File: src/rtl/ecc_ks_pkg.sv
`default_nettype none
// ============================================================================
// Module      : ecc_ks_pkg
// Description : Shared types and constants for the iterative 27-bit GF(2)
//               Karatsuba multiplier. Holds the controller state encoding,
//               the operand/product widths and the per-step table saying at
//               which 9-bit offsets each 17-bit partial product is folded
//               into the 53-bit result.
// Ports       : none (package)
// Revision    : 1.0 - initial release
// ============================================================================
package ecc_ks_pkg;

  localparam int KS_W      = 27;  // operand width
  localparam int KS_SEG    = 9;   // Karatsuba segment width
  localparam int KS_PW     = 17;  // ks9 product width
  localparam int KS_YW     = 53;  // full product width
  localparam int KS_STEPS  = 6;   // ks9 products per multiplication
  localparam int KS_STEP_W = 3;   // step counter width
  localparam int KS_OFFS   = 5;   // candidate offsets 0/9/18/27/36

  typedef enum logic [1:0] {
    IDLE = 2'd0,
    MUL  = 2'd1,
    DONE = 2'd2
  } ks_state_e;

  // Bit k set => the step's product is XORed in at offset k*KS_SEG.
  // The three diagonal products (steps 0, 1, 3) land at three offsets each;
  // this is how the "minus p_i" Karatsuba correction terms collapse in GF(2).
  function automatic logic [KS_OFFS-1:0] ks_shift_mask(input logic [KS_STEP_W-1:0] step);
    logic [KS_OFFS-1:0] m;
    case (step)
      3'd0:    m = 5'b00111;
      3'd1:    m = 5'b01110;
      3'd2:    m = 5'b00010;
      3'd3:    m = 5'b11100;
      3'd4:    m = 5'b00100;
      3'd5:    m = 5'b01000;
      default: m = 5'b00000;
    endcase
    return m;
  endfunction

  // Zero-extend p and XOR together its copies at every offset in mask.
  function automatic logic [KS_YW-1:0] ks_place(input logic [KS_PW-1:0] p,
                                                 input logic [KS_OFFS-1:0] mask);
    logic [KS_YW-1:0] ext;
    logic [KS_YW-1:0] r;
    ext = {{(KS_YW-KS_PW){1'b0}}, p};
    r   = '0;
    for (int k = 0; k < KS_OFFS; k++) begin
      if (mask[k]) r = r ^ (ext << (k*KS_SEG));
    end
    return r;
  endfunction

endpackage
`default_nettype wire

File: src/rtl/ks27_iter_ctrl_if.sv
`default_nettype none
// ============================================================================
// Module      : ks27_iter_ctrl_if
// Description : Operand/result handshake bundle of the iterative 27-bit
//               carry-less multiplier.
// Signals     : in_valid/in_ready/a/b  operand channel (master -> block)
//               out_valid/out_ready/y  result channel  (block -> master)
//               busy                   block status
// Modports    : master (producer/consumer side), slave (multiplier side)
// Revision    : 1.0 - initial release
// ============================================================================
interface ks27_iter_ctrl_if;
  import ecc_ks_pkg::*;

  logic             in_valid;
  logic             in_ready;
  logic [KS_W-1:0]  a;
  logic [KS_W-1:0]  b;
  logic             out_valid;
  logic             out_ready;
  logic [KS_YW-1:0] y;
  logic             busy;

  modport master (
    output in_valid, a, b, out_ready,
    input  in_ready, out_valid, y, busy
  );

  modport slave (
    input  in_valid, a, b, out_ready,
    output in_ready, out_valid, y, busy
  );

endinterface
`default_nettype wire

File: src/rtl/ks9.sv
`default_nettype none
// ============================================================================
// Module      : ks9
// Description : Combinational 9x9 carry-less (GF(2)[x]) multiplier.
// Ports       : i_a [8:0]   multiplicand polynomial
//               i_b [8:0]   multiplier polynomial
//               o_p [16:0]  product polynomial
// Revision    : 1.0 - initial release
// ============================================================================
module ks9
  import ecc_ks_pkg::*;
(
  input  logic [KS_SEG-1:0] i_a,
  input  logic [KS_SEG-1:0] i_b,
  output logic [KS_PW-1:0]  o_p
);

  always_comb begin
    o_p = '0;
    for (int i = 0; i < KS_SEG; i++) begin
      if (i_b[i]) o_p = o_p ^ ({{(KS_PW-KS_SEG){1'b0}}, i_a} << i);
    end
  end

endmodule
`default_nettype wire

File: src/rtl/ks27_iter_ctrl.sv
`default_nettype none
// ============================================================================
// Module      : ks27_iter_ctrl
// Description : Iterative 27-bit carry-less Karatsuba multiplier. The six
//               ks9 products of the 3-way split are computed one after the
//               other on a single ks9 and XOR-accumulated into the 53-bit
//               result register, which drives y directly.
// Parameters  : KS_REG  1 = register the ks9 output, two cycles per step
//                       0 = accumulate the ks9 output in the same cycle
// Ports       : clk   clock, rising edge
//               rst   asynchronous active-high reset
//               bus   ks27_iter_ctrl_if.slave (in_valid/in_ready/a/b,
//                     out_valid/out_ready/y, busy)
// Revision    : 1.0 - initial release
// ============================================================================
module ks27_iter_ctrl
  import ecc_ks_pkg::*;
#(
  parameter bit KS_REG = 1'b0
) (
  input  logic             clk,
  input  logic             rst,
  ks27_iter_ctrl_if.slave  bus
);

  ks_state_e              r_state;
  ks_state_e              w_state_nxt;
  logic [KS_W-1:0]        r_a;
  logic [KS_W-1:0]        r_b;
  logic [KS_STEP_W-1:0]   r_step;
  logic                   r_phase;   // KS_REG=1: 0 = drive ks9, 1 = accumulate
  logic [KS_YW-1:0]       r_acc;

  logic [KS_SEG-1:0]      w_opa;
  logic [KS_SEG-1:0]      w_opb;
  logic [KS_PW-1:0]       w_p;
  logic [KS_PW-1:0]       w_p_acc;

  logic                   w_in_ready;
  logic                   w_out_valid;
  logic                   w_busy;
  logic                   w_accept;
  logic                   w_step_fire;
  logic                   w_last_step;

  assign w_accept    = bus.in_valid & w_in_ready;
  assign w_step_fire = (r_state == MUL) & (KS_REG ? r_phase : 1'b1);
  assign w_last_step = w_step_fire & (r_step == KS_STEP_W'(KS_STEPS-1));

  // ---------------------------------------------------------------- state reg
  always_ff @(posedge clk or posedge rst) begin
    if (rst) r_state <= IDLE;
    else     r_state <= w_state_nxt;
  end

  // --------------------------------------------------------------- next state
  always_comb begin
    w_state_nxt = r_state;
    case (r_state)
      IDLE: if (bus.in_valid) w_state_nxt = MUL;
      MUL:  if (w_last_step)  w_state_nxt = DONE;
      DONE: if (bus.out_ready) w_state_nxt = bus.in_valid ? MUL : IDLE;
      default: w_state_nxt = IDLE;
    endcase
  end

  // ------------------------------------------------------------------ outputs
  // In DONE the result slot frees up in the same cycle it is consumed, so a
  // new operand pair can be taken without passing through IDLE.
  always_comb begin
    w_in_ready  = 1'b0;
    w_out_valid = 1'b0;
    w_busy      = 1'b0;
    case (r_state)
      IDLE: w_in_ready = 1'b1;
      MUL:  w_busy     = 1'b1;
      DONE: begin
        w_out_valid = 1'b1;
        w_busy      = 1'b1;
        w_in_ready  = bus.out_ready;
      end
      default: ;
    endcase
  end

  assign bus.in_ready  = w_in_ready;
  assign bus.out_valid = w_out_valid;
  assign bus.busy      = w_busy;
  assign bus.y         = r_acc;

  // ------------------------------------------------------------- operand mux
  always_comb begin
    w_opa = r_a[KS_SEG-1:0];
    w_opb = r_b[KS_SEG-1:0];
    case (r_step)
      3'd0: begin w_opa = r_a[8:0];                w_opb = r_b[8:0];                end
      3'd1: begin w_opa = r_a[17:9];               w_opb = r_b[17:9];               end
      3'd2: begin w_opa = r_a[8:0]  ^ r_a[17:9];   w_opb = r_b[8:0]  ^ r_b[17:9];   end
      3'd3: begin w_opa = r_a[26:18];              w_opb = r_b[26:18];              end
      3'd4: begin w_opa = r_a[8:0]  ^ r_a[26:18];  w_opb = r_b[8:0]  ^ r_b[26:18];  end
      3'd5: begin w_opa = r_a[17:9] ^ r_a[26:18];  w_opb = r_b[17:9] ^ r_b[26:18];  end
      default: ;
    endcase
  end

  ks9 u_ks9 (
    .i_a (w_opa),
    .i_b (w_opb),
    .o_p (w_p)
  );

  generate
    if (KS_REG) begin : g_ks_reg
      logic [KS_PW-1:0] r_p;
      always_ff @(posedge clk or posedge rst) begin
        if (rst) r_p <= '0;
        else     r_p <= w_p;
      end
      assign w_p_acc = r_p;
    end else begin : g_ks_comb
      assign w_p_acc = w_p;
    end
  endgenerate

  // ---------------------------------------------------------------- datapath
  // Step 0 overwrites instead of XORing, so y keeps the previous result
  // through the accept edge and only changes once MUL really starts.
  always_ff @(posedge clk or posedge rst) begin
    if (rst) begin
      r_a     <= '0;
      r_b     <= '0;
      r_step  <= '0;
      r_phase <= 1'b0;
      r_acc   <= '0;
    end else if (w_accept) begin
      r_a     <= bus.a;
      r_b     <= bus.b;
      r_step  <= '0;
      r_phase <= 1'b0;
    end else if (r_state == MUL) begin
      if (KS_REG) r_phase <= ~r_phase;
      if (w_step_fire) begin
        r_acc <= ((r_step == '0) ? '0 : r_acc) ^ ks_place(w_p_acc, ks_shift_mask(r_step));
        if (!w_last_step) r_step <= r_step + KS_STEP_W'(1);
      end
    end
  end

  a_step_range : assert property (@(posedge clk) disable iff (rst) r_step < KS_STEP_W'(KS_STEPS));

endmodule
`default_nettype wire

File: src/flat_wrapper.sv
// flat-port wrapper written by rule: the top's interface ports become plain ports
module ks27_iter_ctrl_flat import ecc_ks_pkg::*;
#(
  parameter bit KS_REG = 1'b0
)
  (clk, rst, bus_in_valid, bus_a, bus_b, bus_out_ready, bus_in_ready, bus_out_valid, bus_y, bus_busy);
  ks27_iter_ctrl_if bus_i ();
  input  logic clk;
  input  logic rst;
  input wire logic [$bits(bus_i.in_valid)-1:0] bus_in_valid;
  input wire logic [$bits(bus_i.a)-1:0] bus_a;
  input wire logic [$bits(bus_i.b)-1:0] bus_b;
  input wire logic [$bits(bus_i.out_ready)-1:0] bus_out_ready;
  output wire logic [$bits(bus_i.in_ready)-1:0] bus_in_ready;
  output wire logic [$bits(bus_i.out_valid)-1:0] bus_out_valid;
  output wire logic [$bits(bus_i.y)-1:0] bus_y;
  output wire logic [$bits(bus_i.busy)-1:0] bus_busy;
  assign bus_i.in_valid = bus_in_valid;
  assign bus_i.a = bus_a;
  assign bus_i.b = bus_b;
  assign bus_i.out_ready = bus_out_ready;
  assign bus_in_ready = bus_i.in_ready;
  assign bus_out_valid = bus_i.out_valid;
  assign bus_y = bus_i.y;
  assign bus_busy = bus_i.busy;
  ks27_iter_ctrl #(.KS_REG(KS_REG)) u_core (.clk(clk), .rst(rst), .bus(bus_i));
endmodule
File: config.mk
export PLATFORM = sky130hd
export DESIGN_NAME = ks27_iter_ctrl_flat
export DESIGN_NICKNAME = d
export VERILOG_FILES = /design/src/rtl/ecc_ks_pkg.sv /design/src/rtl/ks27_iter_ctrl_if.sv /design/src/rtl/ks9.sv /design/src/rtl/ks27_iter_ctrl.sv /design/src/flat_wrapper.sv
export SDC_FILE = /design/constraint.sdc
export NUM_CORES = 1
export LEC_CHECK = 0
export CAP_MARGIN = 25
export CORE_MARGIN = 4
export CORE_UTILIZATION = 43
export DETAILED_ROUTE_END_ITERATION = 10
export PLACE_DENSITY = 0.68
export SLEW_MARGIN = 20
export SYNTH_ARGS = -nofsm -noshare
export SYNTH_HDL_FRONTEND = slang
export SYNTH_SLANG_ARGS = --single-unit
export TNS_END_PERCENT = 30
File: constraint.sdc
create_clock -name clk -period 3.65 [get_ports clk]
set_input_delay 0.9125 -clock clk [delete_from_list [all_inputs] [get_ports clk]]
set_output_delay 0.9125 -clock clk [all_outputs]
set_load 0.01 [all_outputs]
# [Word level (Yosys, flattened, before mapping)]
# Cells that the tools add are included.
[word_totals] reg_bits=112 inputBits=58 output_inout_bits=56 wordCells=87
[op_classes] n_addsub=1 eq_ne=11 n_mux=41 bitwise=22 reduce_logical=7
[ops] operator="two-way mux 53 bit" n=15
[ops] operator="two-way mux 17 bit" n=9
[ops] operator="bitwise XOR 53 bit" n=2
[ops] operator="one-hot mux 9 bit (5 select lines)" n=2
[ops] operator="bitwise XOR 9 bit" n=6
[ops] operator="bitwise XOR 53 x 26 -> 53 bit" n=1
[ops] operator="bitwise XOR 53 x 35 -> 53 bit" n=1
[ops] operator="bitwise XOR 53 x 44 -> 53 bit" n=1
[ops] operator="one-hot mux 5 bit (6 select lines)" n=1
[ops] operator="bitwise XOR 17 x 10 -> 17 bit" n=1
[ops] operator="bitwise XOR 17 x 11 -> 17 bit" n=1
[ops] operator="bitwise XOR 17 x 12 -> 17 bit" n=1
[ops] operator="bitwise XOR 17 x 13 -> 17 bit" n=1
[ops] operator="bitwise XOR 17 x 14 -> 17 bit" n=1
[ops] operator="bitwise XOR 17 x 15 -> 17 bit" n=1
[ops] operator="bitwise XOR 17 x 16 -> 17 bit" n=1
[ops] operator="bitwise XOR 17 bit" n=1
[ops] operator="two-way mux 5 bit" n=2
[ops] operator="two-way mux 3 bit" n=3
[ops] operator="two-way mux 9 bit" n=1
[ops] operator="equality test 3 x 2 -> 1 bit, second input constant" n=2
[ops] operator="equality test 3 bit, second input constant" n=2
[ops] operator="two-way mux 2 bit" n=3
[ops] operator="inequality test 2 bit, second input constant" n=3
[ops] operator="16 further kinds" n=20

# [Longest topological paths before layout]
[logic_depth] ltp_word=39 mapped_depth=17 mapped_depth_nobuf=13

# [Cells and area by module]
# A second synthesis with hierarchy kept.
[hier_totals] cells_unflattened=982 area_unflattened_um2=7666.1
[modules_own_cells] mod="ks27_iter_ctrl" n_inst=1 cells_per_inst=820 area_each_um2=6662.6 seq_area_each_um2=2802.7
[modules_own_cells] mod="ks9" n_inst=1 cells_per_inst=162 area_each_um2=1003.5 seq_area_each_um2=0.0

# [Worst setup path after synthesis]
# Ideal clock, no wire load.
[synth_timing] path_type="flip-flop to flip-flop" startpoint="reg u_core.r_step[2]" endpoint="reg u_core.r_acc[28] (netlist: u_core.bus.y[28])" setup_time_ps=137 arrival_time_ps=3369 required_ps=3513 path_slack_ps=144 stages_incl_launch_ff=18 n_path_buf=4 synth_period_minus_slack_ps=3506 path_cell_list="dfrtp_1 > buf_6 > buf_2 > inv_1 > ha_1 > or2_1 > buf_2 > or2_0 > buf_6 > nor2_1 > a21o_1 > nor2_1 > xnor3_1 > xnor3_2 > nand2_1 > xnor2_1 > mux2i_1 > a21oi_1"
[synth_between] elab_chain_len=30 word_cells_on_any_way=45 classes_between="eq/ne: 5; mux: 27; bitwise: 12; reduce/logical: 1"
[synth_lines] item="from (decl)" line_no="ks27_iter_ctrl.sv:30" rtl="logic [KS_STEP_W-1:0] r_step;"
[synth_lines] item="from (signal assigned)" line_no="ks27_iter_ctrl.sv:144" rtl="if (!w_last_step) r_step <= r_step + KS_STEP_W'(1);"
[synth_lines] item="equality test 3 bit, or another cell as far along" line_no="ecc_ks_pkg.sv:33, ks27_iter_ctrl.sv:95"
[synth_lines] item="one-hot mux 9 bit (5 select lines)" line_no="ks27_iter_ctrl.sv:95" rtl="case (r_step)"
[synth_lines] item="two-way mux 17 bit" line_no="ks9.sv:21" rtl="if (i_b[i]) o_p = o_p ^ ({{(KS_PW-KS_SEG){1'b0}}, i_a} << i);"
[synth_lines] item="bitwise XOR 17 x 11 -> 17 bit" line_no="ks9.sv:21"
[synth_lines] item="two-way mux 17 bit" line_no="ks9.sv:21"
[synth_lines] item="bitwise XOR 17 x 12 -> 17 bit" line_no="ks9.sv:21"
[synth_lines] item="two-way mux 17 bit" line_no="ks9.sv:21"
[synth_lines] item="bitwise XOR 17 x 13 -> 17 bit" line_no="ks9.sv:21"
[synth_lines] item="(+14 left out)"
[synth_lines] item="two-way mux 53 bit" line_no="ecc_ks_pkg.sv:53" rtl="if (mask[k]) r = r ^ (ext << (k*KS_SEG));"
[synth_lines] item="two-way mux 53 bit" line_no="ks27_iter_ctrl.sv:140" rtl="end else if (r_state == MUL) begin"
[synth_lines] item="two-way mux 53 bit" line_no="ks27_iter_ctrl.sv:135" rtl="end else if (w_accept) begin"
[synth_lines] item="bitwise XOR 53 bit" line_no="ecc_ks_pkg.sv:53"
[synth_lines] item="two-way mux 53 bit" line_no="ecc_ks_pkg.sv:53"
[synth_lines] item="two-way mux 53 bit" line_no="ks27_iter_ctrl.sv:140"
[synth_lines] item="two-way mux 53 bit" line_no="ks27_iter_ctrl.sv:135"
[synth_lines] item="bitwise XOR 53 bit *" line_no="ks27_iter_ctrl.sv:143" rtl="r_acc <= ((r_step == '0) ? '0 : r_acc) ^ ks_place(w_p_acc, ks_shift_mask(r_step));"
[synth_lines] item="to (signal assigned)" line_no="ks27_iter_ctrl.sv:143"
[synth_lines] item="to (decl)" line_no="ks27_iter_ctrl.sv:32" rtl="logic [KS_YW-1:0] r_acc;"
# Every way passes the cells marked *; elsewhere a longest branch is shown, timed or not. The select of a mux whose other input is x is not followed.
# A chain may end at the register's enable or synchronous reset.

# [Final worst setup path]
[layout_timing] startpoint="reg u_core.r_step[1]" endpoint="reg u_core.r_acc[36] (netlist: u_core.bus.y[36])"
[layout_between] elab_chain_len=27 word_cells_on_any_way=45 classes_between="eq/ne: 5; mux: 27; bitwise: 12; reduce/logical: 1"
[layout_lines] item="equality test 3 bit, or another cell as far along" line_no="ecc_ks_pkg.sv:33, ks27_iter_ctrl.sv:95"
[layout_lines] item="one-hot mux 9 bit (5 select lines)" line_no="ks27_iter_ctrl.sv:95"
[layout_lines] item="bitwise XOR 17 x 10 -> 17 bit" line_no="ks9.sv:21"
[layout_lines] item="two-way mux 17 bit" line_no="ks9.sv:21"
[layout_lines] item="bitwise XOR 17 x 11 -> 17 bit" line_no="ks9.sv:21"
[layout_lines] item="two-way mux 17 bit" line_no="ks9.sv:21"
[layout_lines] item="bitwise XOR 17 x 12 -> 17 bit" line_no="ks9.sv:21"
[layout_lines] item="two-way mux 17 bit" line_no="ks9.sv:21"
[layout_lines] item="(+11 left out)"
[layout_lines] item="two-way mux 53 bit" line_no="ecc_ks_pkg.sv:53"
[layout_lines] item="two-way mux 53 bit" line_no="ks27_iter_ctrl.sv:140"
[layout_lines] item="two-way mux 53 bit" line_no="ks27_iter_ctrl.sv:135"
[layout_lines] item="bitwise XOR 53 bit" line_no="ecc_ks_pkg.sv:53"
[layout_lines] item="two-way mux 53 bit" line_no="ecc_ks_pkg.sv:53"
[layout_lines] item="two-way mux 53 bit" line_no="ks27_iter_ctrl.sv:140"
[layout_lines] item="two-way mux 53 bit" line_no="ks27_iter_ctrl.sv:135"
[layout_lines] item="bitwise XOR 53 bit *" line_no="ks27_iter_ctrl.sv:143"
# Marked as above.

==> flow_summary.json <==
{
  "grt_use_total_pct": 21.35,
  "cp.required_ns": 3.95,
  "utilization_pct": 56.58,
  "core_um2": 18090,
  "tritoncts": "built",
  "r2r-end": "u_core.bus.y[36]",
  "worst_pin_slew_ns": 0.8921,
  "reg2reg_slack_ns": 0.08,
  "ctsHoldBuffers": 0,
  "cts_max_level": 3,
  "multi_input_area_um2": 5010,
  "worstHoldStart": "u_core.bus.y[2]",
  "cp_slowest_stage_delay_ns": 0.44,
  "clkLatencyLatePin_ns": 0.36,
  "hp-class": "reg -> reg",
  "fin_crit_ns": 3.569,
  "die_w_um": 144.2,
  "cpMaxStageDelayCell": "dfrtp_1",
  "r2r_cells": 13,
  "maxClockFrequency_mhz": 280.2,
  "synth-main-ff-cell": "dfrtp_1",
  "dp_hpwl_mm": 16.04,
  "finalMaxSlewViolations": 0,
  "root_buffer": "clkbuf_16",
  "seq_area_um2": 2803,
  "numCtsBuffers": 9,
  "diodes": 0,
  "worstPathArrival_ns": 3.87,
  "dpl.cell_count": 1327,
  "grt_max_degree": 113,
  "yosysTopAreaCell": "dfrtp_1",
  "synth_cells": 976,
  "critical_path_buf_inv_count": 1,
  "rows": 49,
  "ys_types": 75,
  "finalNetCount": 1182,
  "instances_no_fill": 1349,
  "drtPass1Iterations": 5,
  "drive_gt1_share_pct": 14.11,
  "avgSynthCellArea_um2": 8.169,
  "grt_overflow_total": 0,
  "finalHoldViolCount": 0,
  "placed_area_um2": 9652,
  "drc": 0,
  "timing_worst_setup_path_type": "reg -> reg",
  "syn_area_um2": 7973,
  "post-route-period-util_pct": 97.78,
  "final_area_um2": 10230,
  "reg2reg_from": "u_core.r_step[1]",
  "synth_area_leaders": "dfrtp_1 (35%), nand2_1 (12%), nor2_1 (6.0%), xnor2_1 (4.9%), a21oi_1 (3.6%)",
  "holdPathStages": 2,
  "holdPathEnd": "u_core.bus.y[2]",
  "place.gp.congestion": 0.8938,
  "cp_top_family": "XOR/XNOR gates",
  "antenna_found_initial": 0,
  "worst-path-max-fanout": 10,
  "drt_wl_total_mm": 22.39,
  "port_buffers": 113,
  "rsz0062_at_grt": "true",
  "ys_seq_elements": 112,
  "crit_top_cell": "ha_1",
  "setup_violations": 0,
  "vias_per_cell": 5.520,
  "clock_skew_ns": 0.01202,
  "dr_total_vias": 7446,
  "max_slew_margin_pct": 40.13,
  "synthArstFlopShare_pct": 100.0,
  "synth_edf_count": 0,
  "die_area_um2": 20780,
  "syn_to_final_growth_pct": 28.36,
  "crit_chain": "ha_1, ha_1, or2_4, or2_0, buf_6, o221a_2, xnor2_2, xor3_1, xnor3_2, nand2_1, xor2_2, or3_1, nand3_1",
  "fill_cells": 1673,
  "max-cap-violations": 0,
  "status": "finished, final reports clean",
  "drtIter0Drc": 542,
  "netlist.area_leader.share_pct": 35.15,
  "start_util_pct": 44.08,
  "grt_pass1_vias": 6817,
  "avgRoutedWirePerCell_um": 16.60,
  "seq_area_frac_synth_pct": 35.15,
  "cts_sinks": 112,
  "io_pins": 114,
  "dieHeight_um": 144.2,
  "final_antenna_net_count": 0,
  "yosysWarningCount": 0,
  "grt_pass1_wl_mm": 35.36,
  "path_clk_slew_ns": 0.08,
  "cts.path.max_buffers": 2,
  "synth_fp_nets": 1043,
  "worstSetupEndpointType": "flop",
  "critPathLaunchType": "flop",
  "fin_tns_setup_ns": 0
}
-- layout make-up --
| class | count | share of cell area (%) |
|---|---|---|
| multi-input combinational | 786 | 48.95 |
| timing repair buffer | 186 | 16.88 |
| clock inverter | 7 | 1.003 |
| clock buffer | 9 | 2.201 |
| sequential | 112 | 27.39 |
| inverter | 20 | 0.7703 |
| tap | 229 | 2.800 |
-- cell usage after synthesis (4+ instances only) --
master       n
o211ai_1     6
and2_1       4
o21bai_1     6
and4b_1      6
inv_1       18
a2bb2oi_1   11
or3_1        5
o21ai_1      4
nor3_1       4
xnor2_1     45
a31oi_1      7
a2111oi_4    6
nand2b_1     7
xnor3_1      8
a32o_1       7
nand3_1     18
o22ai_1     15
o31ai_1      6
a21oi_1     58
dfrtp_1    112
buf_1        5
nand2_1    252
xor2_1      31
nand3b_1     6
ha_1         9
a22o_1       5
buf_2        9
o22ai_2      4
o21ai_0     32
buf_6        5
nor2_1     128
o2bb2ai_1    6
clkbuf_1    36
o2111a_1     4
mux2i_1     20
-- layer usage --
metal  GRT usage [%]  vias to the layer above  wire (um)
li1                -                     3617          -
met1           30.18                     3586      10230
met2           34.00                      218      10650
met3           3.274                       25       1138
met4           6.431                        0        369
met5               0                        -          0
-- sequential cells by signal (all words and copies together) (netlist names) --
name and cells:
u_core.r_state 2, u_core.r_b 27, u_core.bus.y 53, u_core.r_a 27, u_core.r_step 3
-- per-stage QoR --
stage | hold WS (ns) | setup WS (ns)
2_1_floorplan | 0.4621 | 0.1437
3_3_place_gp | 0.4627 | 0.04910
3_5_place_dp | 0.4707 | -0.04433
4_1_cts | 0.4890 | 0.01275
5_1_grt | 0.5041 | -0.03776
6_report | 0.4808 | 0.08106
-- worst register-to-register path, delay by kind of cell, from the launching register on --
family                     cells  cell delay [ns]
xor gates and xnor gates       4             1.14
DFF                            1             0.44
adders and majority gates      2             0.43
AOI/OAI and AO/OA              1             0.30
and+or+nand+nor                5             1.04
buffers and inverters          1             0.17
-- how the worst max path moves through the flow --
| stage | from | end | cells after the start |
|---|---|---|---|
| floorplan | u_core.r_step[2] | u_core.bus.y[28] | 17 |
| global placement | u_core.r_step[1] | u_core.bus.y[23] | 15 |
| detailed placement | u_core.r_step[1] | u_core.bus.y[23] | 15 |
| CTS | u_core.r_step[1] | u_core.bus.y[39] | 14 |
| global route | u_core.r_step[0] | u_core.bus.y[27] | 15 |
| finish | u_core.r_step[1] | u_core.bus.y[36] | 13 |
-- timing repair --
action,CTS,global route
resized for setup,1,38
pin swaps,0,7
endpoints found under the setup margin,3,33
setup buffers,0,6
-- layout by cell type, fill, tap and decap left out, types with 5 or more instances in the layout --
| cell type | synthesis | routed |
|---|---|---|
| xnor2_1 | 45 | 37 |
| xor2_1 | 31 | 26 |
| nand2b_1 | 7 | 7 |
| o31ai_1 | 6 | 6 |
| o21ai_0 | 32 | 32 |
| a31oi_1 | 7 | 7 |
| xnor3_1 | 8 | 6 |
| a21oi_1 | 58 | 58 |
| and4b_1 | 6 | 6 |
| a2111oi_4 | 6 | 6 |
| nor2_1 | 128 | 128 |
| inv_1 | 18 | 16 |
| clkdlybuf4s50_1 | 0 | 113 |
| nand3b_1 | 6 | 6 |
| o21bai_1 | 6 | 6 |
| o211ai_1 | 6 | 6 |
| a32o_1 | 7 | 7 |
| o2bb2ai_1 | 6 | 6 |
| nand2_1 | 252 | 249 |
| o22ai_1 | 15 | 12 |
| xnor2_2 | 2 | 10 |
| buf_4 | 2 | 67 |
| mux2i_1 | 20 | 20 |
| nand3_1 | 18 | 18 |
| dfrtp_1 | 112 | 112 |
| a2bb2oi_1 | 11 | 9 |
| clkbuf_16 | 0 | 9 |
| a22o_1 | 5 | 5 |
| xor2_2 | 0 | 5 |
| ha_1 | 9 | 7 |
-- cell families (layout without fill, tap and decap cells) --
| group | count (synthesis) | count (layout) | synth area share [%] |
|---|---|---|---|
| multiplexers | 24 | 24 | 3.123 |
| AO/OA/AOI/OAI | 210 | 210 | 19.74 |
| adder cells (fa/ha/maj) | 9 | 9 | 1.412 |
| flip-flops | 112 | 112 | 35.15 |
| AND/OR/NAND/NOR | 454 | 454 | 24.14 |
| XOR/XNOR | 89 | 89 | 11.91 |
| buffers and inverters | 78 | 222 | 4.519 |
Power is left out: the tool's default activity adds up to more than one toggle a clock period on the data nets, which glitch-free logic cannot reach.
